===== config.mk =====
export PLATFORM = sky130hd
export DESIGN_NAME = mem_wishbone_burst_bridge_flat
export DESIGN_NICKNAME = d
export VERILOG_FILES = /design/src/rtl/mem_wishbone_burst_bridge_if.sv /design/src/rtl/mem_wishbone_burst_bridge.sv /design/src/flat_wrapper.sv
export SDC_FILE = /design/constraint.sdc
export NUM_CORES = 1
export LEC_CHECK = 0
export CAP_MARGIN = 20
export CORE_ASPECT_RATIO = 2
export CORE_MARGIN = 1
export CORE_UTILIZATION = 50
export CTS_CLUSTER_SIZE = 14
export DETAILED_ROUTE_END_ITERATION = 6
export GPL_TIMING_DRIVEN = 0
export MAX_ROUTING_LAYER = met4
export PLACE_DENSITY = 0.76
export SYNTH_ARGS = -nofsm -noshare
export SYNTH_HDL_FRONTEND = slang
export SYNTH_SLANG_ARGS = --single-unit

===== constraint.sdc =====
create_clock -name clk -period 8.5 [get_ports clk]
set_clock_uncertainty 0.2 [all_clocks]
set_input_delay 1.275 -clock clk [delete_from_list [all_inputs] [get_ports clk]]
set_output_delay 1.275 -clock clk [all_outputs]
set_load 0.02 [all_outputs]

===== src/rtl/mem_wishbone_burst_bridge_if.sv =====
// mem_wishbone_burst_bridge_if: core mem_interface request/response plus Wishbone B4 master signals
interface mem_wishbone_burst_bridge_if #(parameter int ID_W = 2);
    logic            request;
    logic [29:0]     addr;
    logic [4:0]      rlen;
    logic            rnw;
    logic            rmw;
    logic [3:0]      wbe;
    logic [31:0]     wdata;
    logic [ID_W-1:0] id;
    logic            ack;
    logic            rvalid;
    logic [31:0]     rdata;
    logic [ID_W-1:0] rid;
    logic            write_outstanding;
    logic            inv;
    logic [29:0]     inv_addr;
    logic [29:0]     wb_adr;
    logic [31:0]     wb_dat_w;
    logic [3:0]      wb_sel;
    logic            wb_cyc;
    logic            wb_stb;
    logic            wb_we;
    logic [2:0]      wb_cti;
    logic [1:0]      wb_bte;
    logic [31:0]     wb_dat_r;
    logic            wb_ack;
    logic            wb_err;
    logic            bus_error;
    modport slave (
        input  request, addr, rlen, rnw, rmw, wbe, wdata, id, wb_dat_r, wb_ack, wb_err,
        output ack, rvalid, rdata, rid, write_outstanding, inv, inv_addr,
               wb_adr, wb_dat_w, wb_sel, wb_cyc, wb_stb, wb_we, wb_cti, wb_bte, bus_error
    );
    modport master (
        output request, addr, rlen, rnw, rmw, wbe, wdata, id, wb_dat_r, wb_ack, wb_err,
        input  ack, rvalid, rdata, rid, write_outstanding, inv, inv_addr,
               wb_adr, wb_dat_w, wb_sel, wb_cyc, wb_stb, wb_we, wb_cti, wb_bte, bus_error
    );
endinterface


===== src/rtl/mem_wishbone_burst_bridge.sv =====
// mem_wishbone_burst_bridge: queued mem requests to Wishbone B4 bursts, single writes and locked RMW
module mem_wishbone_burst_bridge #(
    parameter int ID_W       = 2,
    parameter int FIFO_DEPTH = 4,
    parameter bit BURST_EN   = 1'b1
) (
    input logic clk,
    input logic rst,
    mem_wishbone_burst_bridge_if.slave bus
);
    localparam int AW = $clog2(FIFO_DEPTH);
    localparam int PW = AW + 1;
    localparam int WW = $clog2(FIFO_DEPTH + 2) + 1;
    typedef struct packed {
        logic [29:0]     addr;
        logic [4:0]      rlen;
        logic            rnw;
        logic            rmw;
        logic [3:0]      wbe;
        logic [31:0]     wdata;
        logic [ID_W-1:0] id;
    } req_t;
    typedef enum logic [2:0] {IDLE, READ, WRITE, RMW_RD, RMW_GAP, RMW_WR} state_t;
    req_t            fifo_q [FIFO_DEPTH];
    req_t            head;
    state_t          state_q;
    logic [PW-1:0]   wptr_q, rptr_q, wptr_d, rptr_d;
    logic [WW-1:0]   wcnt_q, wcnt_d;
    logic            full, empty, push, pop, beat, wdone;
    logic [4:0]      cnt_q;
    logic [ID_W-1:0] id_q, rid_q;
    logic [3:0]      wbe_q, sel_q;
    logic [29:0]     adr_q;
    logic [31:0]     dat_w_q, rdata_q;
    logic [2:0]      cti_q;
    logic            cyc_q, stb_q, we_q, rvalid_q, berr_q;
    assign head   = fifo_q[rptr_q[AW-1:0]];
    assign empty  = wptr_q == rptr_q;
    assign full   = (wptr_q - rptr_q) == PW'(FIFO_DEPTH);
    assign push   = bus.request & ~full;
    assign pop    = (state_q == IDLE) & ~empty;
    assign beat   = stb_q & (bus.wb_ack | bus.wb_err);
    assign wdone  = beat & ((state_q == WRITE) | (state_q == RMW_WR));
    assign wptr_d = wptr_q + PW'(push);
    assign rptr_d = rptr_q + PW'(pop);
    // Pending writes cover both queued entries and the one on the bus
    assign wcnt_d = wcnt_q + WW'(push & ~bus.rnw) - WW'(wdone);
    assign bus.ack               = push;
    assign bus.write_outstanding = wcnt_q != '0;
    assign bus.inv               = 1'b0;
    assign bus.inv_addr          = '0;
    assign bus.wb_adr            = adr_q;
    assign bus.wb_dat_w          = dat_w_q;
    assign bus.wb_sel            = sel_q;
    assign bus.wb_cyc            = cyc_q;
    assign bus.wb_stb            = stb_q;
    assign bus.wb_we             = we_q;
    assign bus.wb_cti            = cti_q;
    assign bus.wb_bte            = 2'b00;
    assign bus.rvalid            = rvalid_q;
    assign bus.rdata             = rdata_q;
    assign bus.rid               = rid_q;
    assign bus.bus_error         = berr_q;
    always_ff @(posedge clk) begin
        if (push) fifo_q[wptr_q[AW-1:0]] <= '{bus.addr, bus.rlen, bus.rnw, bus.rmw, bus.wbe, bus.wdata, bus.id};
    end
    always_ff @(posedge clk) begin
        if (rst) begin
            state_q  <= IDLE;
            wptr_q   <= '0;
            rptr_q   <= '0;
            wcnt_q   <= '0;
            cnt_q    <= '0;
            id_q     <= '0;
            wbe_q    <= '0;
            adr_q    <= '0;
            dat_w_q  <= '0;
            sel_q    <= '0;
            cti_q    <= '0;
            cyc_q    <= 1'b0;
            stb_q    <= 1'b0;
            we_q     <= 1'b0;
            rvalid_q <= 1'b0;
            rdata_q  <= '0;
            rid_q    <= '0;
            berr_q   <= 1'b0;
        end else begin
            wptr_q   <= wptr_d;
            rptr_q   <= rptr_d;
            wcnt_q   <= wcnt_d;
            rvalid_q <= 1'b0;
            berr_q   <= 1'b0;
            if (beat && (state_q == READ || state_q == RMW_RD)) begin
                rvalid_q <= 1'b1;
                rdata_q  <= bus.wb_err ? 32'h0 : bus.wb_dat_r;
                rid_q    <= id_q;
                berr_q   <= bus.wb_err;
            end
            case (state_q)
                IDLE: if (pop) begin
                    cnt_q   <= head.rlen;
                    adr_q   <= head.addr;
                    id_q    <= head.id;
                    wbe_q   <= head.wbe;
                    dat_w_q <= head.wdata;
                    cyc_q   <= 1'b1;
                    stb_q   <= 1'b1;
                    we_q    <= ~head.rnw & ~head.rmw;
                    sel_q   <= (~head.rnw & ~head.rmw) ? head.wbe : 4'hF;
                    cti_q   <= head.rnw ? (!BURST_EN ? 3'b000 : head.rlen != 5'd0 ? 3'b010 : 3'b111)
                                        : head.rmw ? 3'b000 : 3'b111;
                    state_q <= head.rnw ? READ : head.rmw ? RMW_RD : WRITE;
                end
                READ: if (beat) begin
                    adr_q   <= adr_q + 30'd1;
                    cnt_q   <= cnt_q - 5'd1;
                    cyc_q   <= BURST_EN && cnt_q != 5'd0;
                    stb_q   <= BURST_EN && cnt_q != 5'd0;
                    cti_q   <= BURST_EN ? (cnt_q == 5'd1 ? 3'b111 : 3'b010) : 3'b000;
                    state_q <= cnt_q == 5'd0 ? IDLE : READ;
                end else if (!cyc_q) begin
                    cyc_q <= 1'b1;
                    stb_q <= 1'b1;
                end
                RMW_RD: if (beat) begin
                    stb_q   <= 1'b0;
                    state_q <= RMW_GAP;
                end
                // cyc stays high through the gap so the fabric keeps the lock
                RMW_GAP: begin
                    stb_q   <= 1'b1;
                    we_q    <= 1'b1;
                    sel_q   <= wbe_q;
                    cti_q   <= 3'b111;
                    state_q <= RMW_WR;
                end
                WRITE, RMW_WR: if (beat) begin
                    cyc_q   <= 1'b0;
                    stb_q   <= 1'b0;
                    we_q    <= 1'b0;
                    state_q <= IDLE;
                end
                default: state_q <= IDLE;
            endcase
        end
    end
endmodule


===== src/flat_wrapper.sv =====
// flat-port wrapper written by rule: the top's interface ports become plain ports
module mem_wishbone_burst_bridge_flat 
#(
    parameter int ID_W       = 2,
    parameter int FIFO_DEPTH = 4,
    parameter bit BURST_EN   = 1'b1
)
  (clk, rst, bus_request, bus_addr, bus_rlen, bus_rnw, bus_rmw, bus_wbe, bus_wdata, bus_id, bus_wb_dat_r, bus_wb_ack, bus_wb_err, bus_ack, bus_rvalid, bus_rdata, bus_rid, bus_write_outstanding, bus_inv, bus_inv_addr, bus_wb_adr, bus_wb_dat_w, bus_wb_sel, bus_wb_cyc, bus_wb_stb, bus_wb_we, bus_wb_cti, bus_wb_bte, bus_bus_error);
  mem_wishbone_burst_bridge_if #(.ID_W(ID_W)) bus_i ();
  input logic clk;
  input logic rst;
  input wire logic [$bits(bus_i.request)-1:0] bus_request;
  input wire logic [$bits(bus_i.addr)-1:0] bus_addr;
  input wire logic [$bits(bus_i.rlen)-1:0] bus_rlen;
  input wire logic [$bits(bus_i.rnw)-1:0] bus_rnw;
  input wire logic [$bits(bus_i.rmw)-1:0] bus_rmw;
  input wire logic [$bits(bus_i.wbe)-1:0] bus_wbe;
  input wire logic [$bits(bus_i.wdata)-1:0] bus_wdata;
  input wire logic [$bits(bus_i.id)-1:0] bus_id;
  input wire logic [$bits(bus_i.wb_dat_r)-1:0] bus_wb_dat_r;
  input wire logic [$bits(bus_i.wb_ack)-1:0] bus_wb_ack;
  input wire logic [$bits(bus_i.wb_err)-1:0] bus_wb_err;
  output wire logic [$bits(bus_i.ack)-1:0] bus_ack;
  output wire logic [$bits(bus_i.rvalid)-1:0] bus_rvalid;
  output wire logic [$bits(bus_i.rdata)-1:0] bus_rdata;
  output wire logic [$bits(bus_i.rid)-1:0] bus_rid;
  output wire logic [$bits(bus_i.write_outstanding)-1:0] bus_write_outstanding;
  output wire logic [$bits(bus_i.inv)-1:0] bus_inv;
  output wire logic [$bits(bus_i.inv_addr)-1:0] bus_inv_addr;
  output wire logic [$bits(bus_i.wb_adr)-1:0] bus_wb_adr;
  output wire logic [$bits(bus_i.wb_dat_w)-1:0] bus_wb_dat_w;
  output wire logic [$bits(bus_i.wb_sel)-1:0] bus_wb_sel;
  output wire logic [$bits(bus_i.wb_cyc)-1:0] bus_wb_cyc;
  output wire logic [$bits(bus_i.wb_stb)-1:0] bus_wb_stb;
  output wire logic [$bits(bus_i.wb_we)-1:0] bus_wb_we;
  output wire logic [$bits(bus_i.wb_cti)-1:0] bus_wb_cti;
  output wire logic [$bits(bus_i.wb_bte)-1:0] bus_wb_bte;
  output wire logic [$bits(bus_i.bus_error)-1:0] bus_bus_error;
  assign bus_i.request = bus_request;
  assign bus_i.addr = bus_addr;
  assign bus_i.rlen = bus_rlen;
  assign bus_i.rnw = bus_rnw;
  assign bus_i.rmw = bus_rmw;
  assign bus_i.wbe = bus_wbe;
  assign bus_i.wdata = bus_wdata;
  assign bus_i.id = bus_id;
  assign bus_i.wb_dat_r = bus_wb_dat_r;
  assign bus_i.wb_ack = bus_wb_ack;
  assign bus_i.wb_err = bus_wb_err;
  assign bus_ack = bus_i.ack;
  assign bus_rvalid = bus_i.rvalid;
  assign bus_rdata = bus_i.rdata;
  assign bus_rid = bus_i.rid;
  assign bus_write_outstanding = bus_i.write_outstanding;
  assign bus_inv = bus_i.inv;
  assign bus_inv_addr = bus_i.inv_addr;
  assign bus_wb_adr = bus_i.wb_adr;
  assign bus_wb_dat_w = bus_i.wb_dat_w;
  assign bus_wb_sel = bus_i.wb_sel;
  assign bus_wb_cyc = bus_i.wb_cyc;
  assign bus_wb_stb = bus_i.wb_stb;
  assign bus_wb_we = bus_i.wb_we;
  assign bus_wb_cti = bus_i.wb_cti;
  assign bus_wb_bte = bus_i.wb_bte;
  assign bus_bus_error = bus_i.bus_error;
  mem_wishbone_burst_bridge #(.ID_W(ID_W), .FIFO_DEPTH(FIFO_DEPTH), .BURST_EN(BURST_EN)) u_core (.clk(clk), .rst(rst), .bus(bus_i));
endmodule

== Word-level counts from Yosys, hierarchy flattened ==
Memory sizes are Yosys's and may differ from the RTL's. A register that Yosys moved wholly into a read port is not among the register bits.
Index checks and enable logic that the tools add are counted.
Operators by class
  equality and inequality tests: 14
  add/sub/neg operators: 7
  bitwise logic cells: 14
  reduce and logical (&&, ||, !) cells: 24
  multiplexer cells: 38
Operators with widths (count)
  $mux W30: 2
  $pmux W30 S2: 1
  $mux W3: 11
  $mux W32: 1
  $add A30 B1 Y30 const B: 1
  $pmux W3 S5: 1
  $reduce_and A3 Y1: 4
  $mux W1: 11
  $mux W5: 2
  $ne A2 B1 Y1 const B: 5
  $pmux W5 S2: 1
  $reduce_bool A5 Y1: 2
  $eq A3 B3 Y1 const B: 3
  $pmux W3 S3: 1
  $reduce_bool A3 Y1: 3
  $mux W4: 2
  $pmux W4 S2: 1
  $reduce_and A4 Y1: 2
  $reduce_bool A4 Y1: 2
  $add A3 B1 Y3: 2
  $eq A3 B2 Y1 const B: 2
  $pmux W1 S3: 2
  $and A1 B1 Y1: 5
  $eq A5 B1 Y1 const B: 1
  21 further kinds: 29
Word-level totals
  input bits: 112
  memories: 1
  output and inout port bits: 143
  memory bits (writable): 300
  flip-flop bits (word level): 132
  word-level logic and storage cells: 116
Memories
  u_core.fifo_q: words 4, bits a word 75, rd ports 1, clocked after memory_dff 1, wr ports 1, line mem_wishbone_burst_bridge.sv:24  | req_t fifo_q [FIFO_DEPTH];

== Logic depth before layout (Yosys ltp) ==
  word-level depth: 7
  gate-level depth with buffers: 14
  gate-level depth less buffers: 11

== Worst setup path after synthesis ==
No wires, ideal clock.
  kind: reg-to-reg
  start: reg u_core.rptr_q[1]
  end: mem u_core.fifo_q[0][0] (netlist bit) (enable)
  required time: 7.699 ns
  stages on the path, launching flop included: 9
  path slack: 0.803 ns
  period minus slack after synthesis: 7.697 ns
  arrival: 6.896 ns
  path buffers: 3
  setup time: 0.601 ns
  cells stage by stage: dfxtp_1 buf_4 buf_2 buf_1 inv_1 ha_1 nand2_1 o21ai_0 nor3_1
Between the ends
  word-level cells in the longest chain between the ends: 6
RTL lines
  from (decl): line mem_wishbone_burst_bridge.sv:27  | logic [PW-1:0] wptr_q, rptr_q, wptr_d, rptr_d;
  from (signal assigned): line mem_wishbone_burst_bridge.sv:89  | rptr_q <= rptr_d;
  $sub A3 B3 Y3: line mem_wishbone_burst_bridge.sv:39  | assign full = (wptr_q - rptr_q) == PW'(FIFO_DEPTH);
  $eq A3 B3 Y1: line mem_wishbone_burst_bridge.sv:39
  $not A1 Y1: line mem_wishbone_burst_bridge.sv:40  | assign push = bus.request & ~full;
  $and A1 B1 Y1: line mem_wishbone_burst_bridge.sv:40
  $mux W1: line mem_wishbone_burst_bridge.sv:65  | if (push) fifo_q[wptr_q[AW-1:0]] <= '{bus.addr, bus.rlen, bus.rnw, bus.rmw, bus.wbe, bus.wdata, bus.id};
  $mux W1 (not written as such): line mem_wishbone_burst_bridge.sv:65
  to (decl): line mem_wishbone_burst_bridge.sv:24
Every way passes these cells.

== Final worst setup path ==
  start: reg u_core.rptr_q[1]
  end: out bus_ack
Between the ends
  word-level cells in the longest chain between the ends: 4
RTL lines
  $sub A3 B3 Y3: line mem_wishbone_burst_bridge.sv:39
  $eq A3 B3 Y1: line mem_wishbone_burst_bridge.sv:39
  $not A1 Y1: line mem_wishbone_burst_bridge.sv:40
  $and A1 B1 Y1: line mem_wishbone_burst_bridge.sv:40
  to (decl): line flat_wrapper.sv:23  | output wire logic [$bits(bus_i.ack)-1:0] bus_ack;
Every way passes these cells.

==> flow_summary.json <==
{
  "critPathCaptureType": "output port",
  "crit_path_frequent_cell": "inv_1",
  "nNetsFinal": 1578,
  "die_y_um": 263,
  "post_cts_buffers": 0,
  "final.setup.tns_ns": 0,
  "grt_max_degree": 56,
  "rsz0062_at_grt": "no",
  "synth-xor-area-share_pct": 0.405,
  "ys_ff_latch": 431,
  "final_cells": 1919,
  "netlist_area_mm2": 0.0170,
  "slew-limit-headroom_pct": 30.8,
  "synth_top_family_by_area": "multiplexers",
  "cp_top_family": "buffers and inverters",
  "maxSlewViolCount": 0,
  "syn_avg_cell_area_um2": 14.9,
  "drive_above_1_share_pct": 15.2,
  "max_cap_violations": 0,
  "synthMuxAreaShare_pct": 10.1,
  "numCtsBuffers": 39,
  "postCtsHoldBufs": 0,
  "ios": 255,
  "gr-max-usage-layer": "met2",
  "first_iter_violations": 711,
  "postLayoutCoreUtil_pct": 63.7,
  "clock-sinks": 431,
  "clk_latency_ns": 0.55,
  "use_met3_pct": 3.47,
  "htree_levels": 2,
  "min_period_over_period_pct": 64.2,
  "area_growth_pct": 25.7,
  "wl_per_cell_um": 21.8,
  "core_area_mm2": 0.0335,
  "cp_slowest_stage_delay_ns": 0.60,
  "grt_pass1_vias": 11300,
  "synth-edff-count": 300,
  "start_util_pct": 50.7,
  "synth_area_leader_cell": "edfxtp_1",
  "antenna_found_initial": 4,
  "worst-path-buf-inv": 6,
  "num-fill-cells": 2490,
  "synth_seq_area_share_pct": 68.4,
  "dp_hpwl_um": 30100,
  "crit_arrival_ns": 3.98,
  "tritoncts": "done",
  "vias": 10900,
  "grt_usage_pct": 25.0,
  "max_freq_mhz": 183,
  "power.density_mw_per_mm2": 328,
  "post_cts_resized": 0,
  "portBuffers": 221,
  "dr.pass1.iters": 5,
  "via_per_inst": 5.70,
  "synth_top_area_share_pct": 53.0,
  "path_depth": 9,
  "syn_inst": 1138,
  "routed_wirelength_um": 41800,
  "grtUsageMet1_pct": 25.9,
  "start_kind": "flop",
  "crit_path_max_fanout": 10,
  "fin_crit_ns": 5.46,
  "finalHoldViolations": 0,
  "tightestPinTransition_ns": 1.03,
  "rows": 95,
  "status": "complete, no violations",
  "hold_depth": 2,
  "drtAntennaViolNets": 0,
  "grt_overflow": 0,
  "crit_chain": "buf_4 > buf_2 > buf_1 > inv_1 > ha_1 > nand2_1 > o21ai_0 > inv_1 > clkdlybuf4s50_1",
  "required_ns": 7.03,
  "dieArea_mm2": 0.0348,
  "netlist_top_cells_area": "edfxtp_1 53%, dfxtp_1 15%, mux4_2 9.8%",
  "p_leak_nw": 7.26,
  "peakVddDrop_mv": 0.250,
  "grt_pass1_wl_um": 64000,
  "synth-adder-area-share_pct": 1.22,
  "drc": 0,
  "place.gp.congestion": 0.900,
  "reg2regPathDepth": 12,
  "ys_warn_count": 0,
  "finalSetupViolCount": 0,
  "hold_path_class": "reg -> reg",
  "die_w_um": 132,
  "synth_cell_types": 75,
  "clockBufferDepth": 3,
  "clkSlewWorstSetupHoldPaths_ns": 0.07,
  "synth_flop_cell": "edfxtp_1",
  "ys_async_sr_fraction_pct": 0,
  "crit_path_top_delay_cell": "buf_1",
  "cts_root_buf": "clkbuf_16",
  "grtUsageMet2_pct": 45.2,
  "critPathKind": "reg -> out",
  "dp_cells": 1845,
  "yosys.area_share.simple_pct": 7.47,
  "timing.hold.ws_ns": 0.252,
  "synth_compound_area_share_pct": 8.31
}
==> cells in the final DEF (no fill, tap or decap), types with 3 or more instances in the layout <==
cell type / count
nand4_1: 7
edfxtp_1: 300
o211ai_1: 3
a22o_1: 33
ha_1: 15
clkbuf_16: 39
and2_1: 4
clkbuf_1: 50
conb_1: 33
o31ai_1: 8
inv_1: 19
and4_1: 3
a21o_1: 3
dfxtp_1: 131
buf_4: 45
xnor2_1: 5
or3_1: 7
nor2b_1: 7
buf_1: 6
buf_2: 12
nor3_1: 11
a211oi_1: 13
a31oi_1: 8
nor4_1: 3
diode_2: 4
mux4_2: 74
clkdlybuf4s50_1: 221
clkbuf_8: 7
a21oi_1: 81
o41ai_1: 4
buf_6: 14
o2bb2ai_1: 3
o22ai_1: 7
nand3_1: 23
nor2_1: 32
nand2_1: 143
o21ai_0: 38
==> metal layers <==
metal	routed length (um)	up-vias	part of all wire [%]
met4	2030	0	4.9
li1	-	4938	-
met2	22700	473	54
met3	2330	117	5.6
met5	0	-	0
met1	14700	5415	35
==> cells by family after synthesis <==
kind of cell | after synthesis
fa+ha+maj | 16
other cells | 1
simple gates | 266
xor+xnor | 7
flops | 431
buf+inv | 120
mux | 77
compound gates | 220
==> cells in the mapped netlist (all sizes together), types with 3 or more instances <==
cell and instances:
a21oi 81, o2bb2ai 3, o22ai 7, a22o 33
nand2 143, nand3 23, and3 6, xnor2 5
or3 7, nor2 32, clkbuf 36, inv 20
mux4 75, and2 4, nor2b 7, o211ai 3
o41ai 4, o21ai 40, a211oi 13, nor3 14
a31oi 8, edfxtp 300, buf 63, nand4 9
a21o 3, ha 15, o31ai 8, nor4 4
dfxtp 131, and4 6
==> sequential cells by signal, summed over array words and instances (netlist names), 2 cells and up <==
name and flops:
u_core.wcnt_q 4, u_core.bus.wb_cti 2, u_core.wptr_q 3, u_core.bus.wb_adr 30, u_core.bus.rdata 32, u_core.bus.wb_dat_w 32
u_core.cnt_q 5, u_core.bus.wb_sel 4, u_core.rptr_q 3, u_core.bus.rid 2, u_core.id_q 2, u_core.fifo_q 300
u_core.state_q 3, u_core.wbe_q 4
==> metrics by stage <==
step	total power, W	setup slack, ns	instance area (um^2)
CTS	0.00705	3.00	21400
detailed placement	0.00534	3.61	20100
global placement	0.00528	-4.03	19900
global route	0.00733	2.74	21400
finish	0.00701	3.04	21400
floorplan	0.00434	0.803	17100
==> area by class of cell <==
class / count / area, um^2 / share of cell area [%]
Multi-Input combinational cell: 619 / 4820 / 22.5
Tap cell: 436 / 546 / 2.55
Timing Repair Buffer: 239 / 2450 / 11.5
Antenna cell: 4 / 10.0 / 0.0468
Buffer: 100 / 614 / 2.88
Clock inverter: 8 / 131 / 0.615
Inverter: 20 / 75.1 / 0.351
Clock buffer: 62 / 1090 / 5.11
Sequential cell: 431 / 11600 / 54.4
==> path summary, 6_finish.rpt <==
check,startpoint,end,slack (ns)
worst max register to register,u_core.rptr_q[1],u_core.fifo_q[1][31],3.77
worst min register to register,u_core.bus.wb_dat_w[11],u_core.bus.wb_dat_w[11],0.25
worst min-delay path,u_core.bus.wb_dat_w[11],u_core.bus.wb_dat_w[11],0.25
worst max-delay path,u_core.rptr_q[1],bus_ack,3.04
==> power breakdown <==
part           switching [W]  internal [W]
combinational        0.00144       0.00103
sequential          0.000235       0.00261
clock               0.000756      0.000952
total                0.00243       0.00459
==> worst min-delay path, cell delays in order (launching register included) <==
cell	delay, ns
dfxtp_1	0.31
nand2_1	0.05
a21oi_1	0.05
Note: power is estimated with default switching activity, not from simulation.
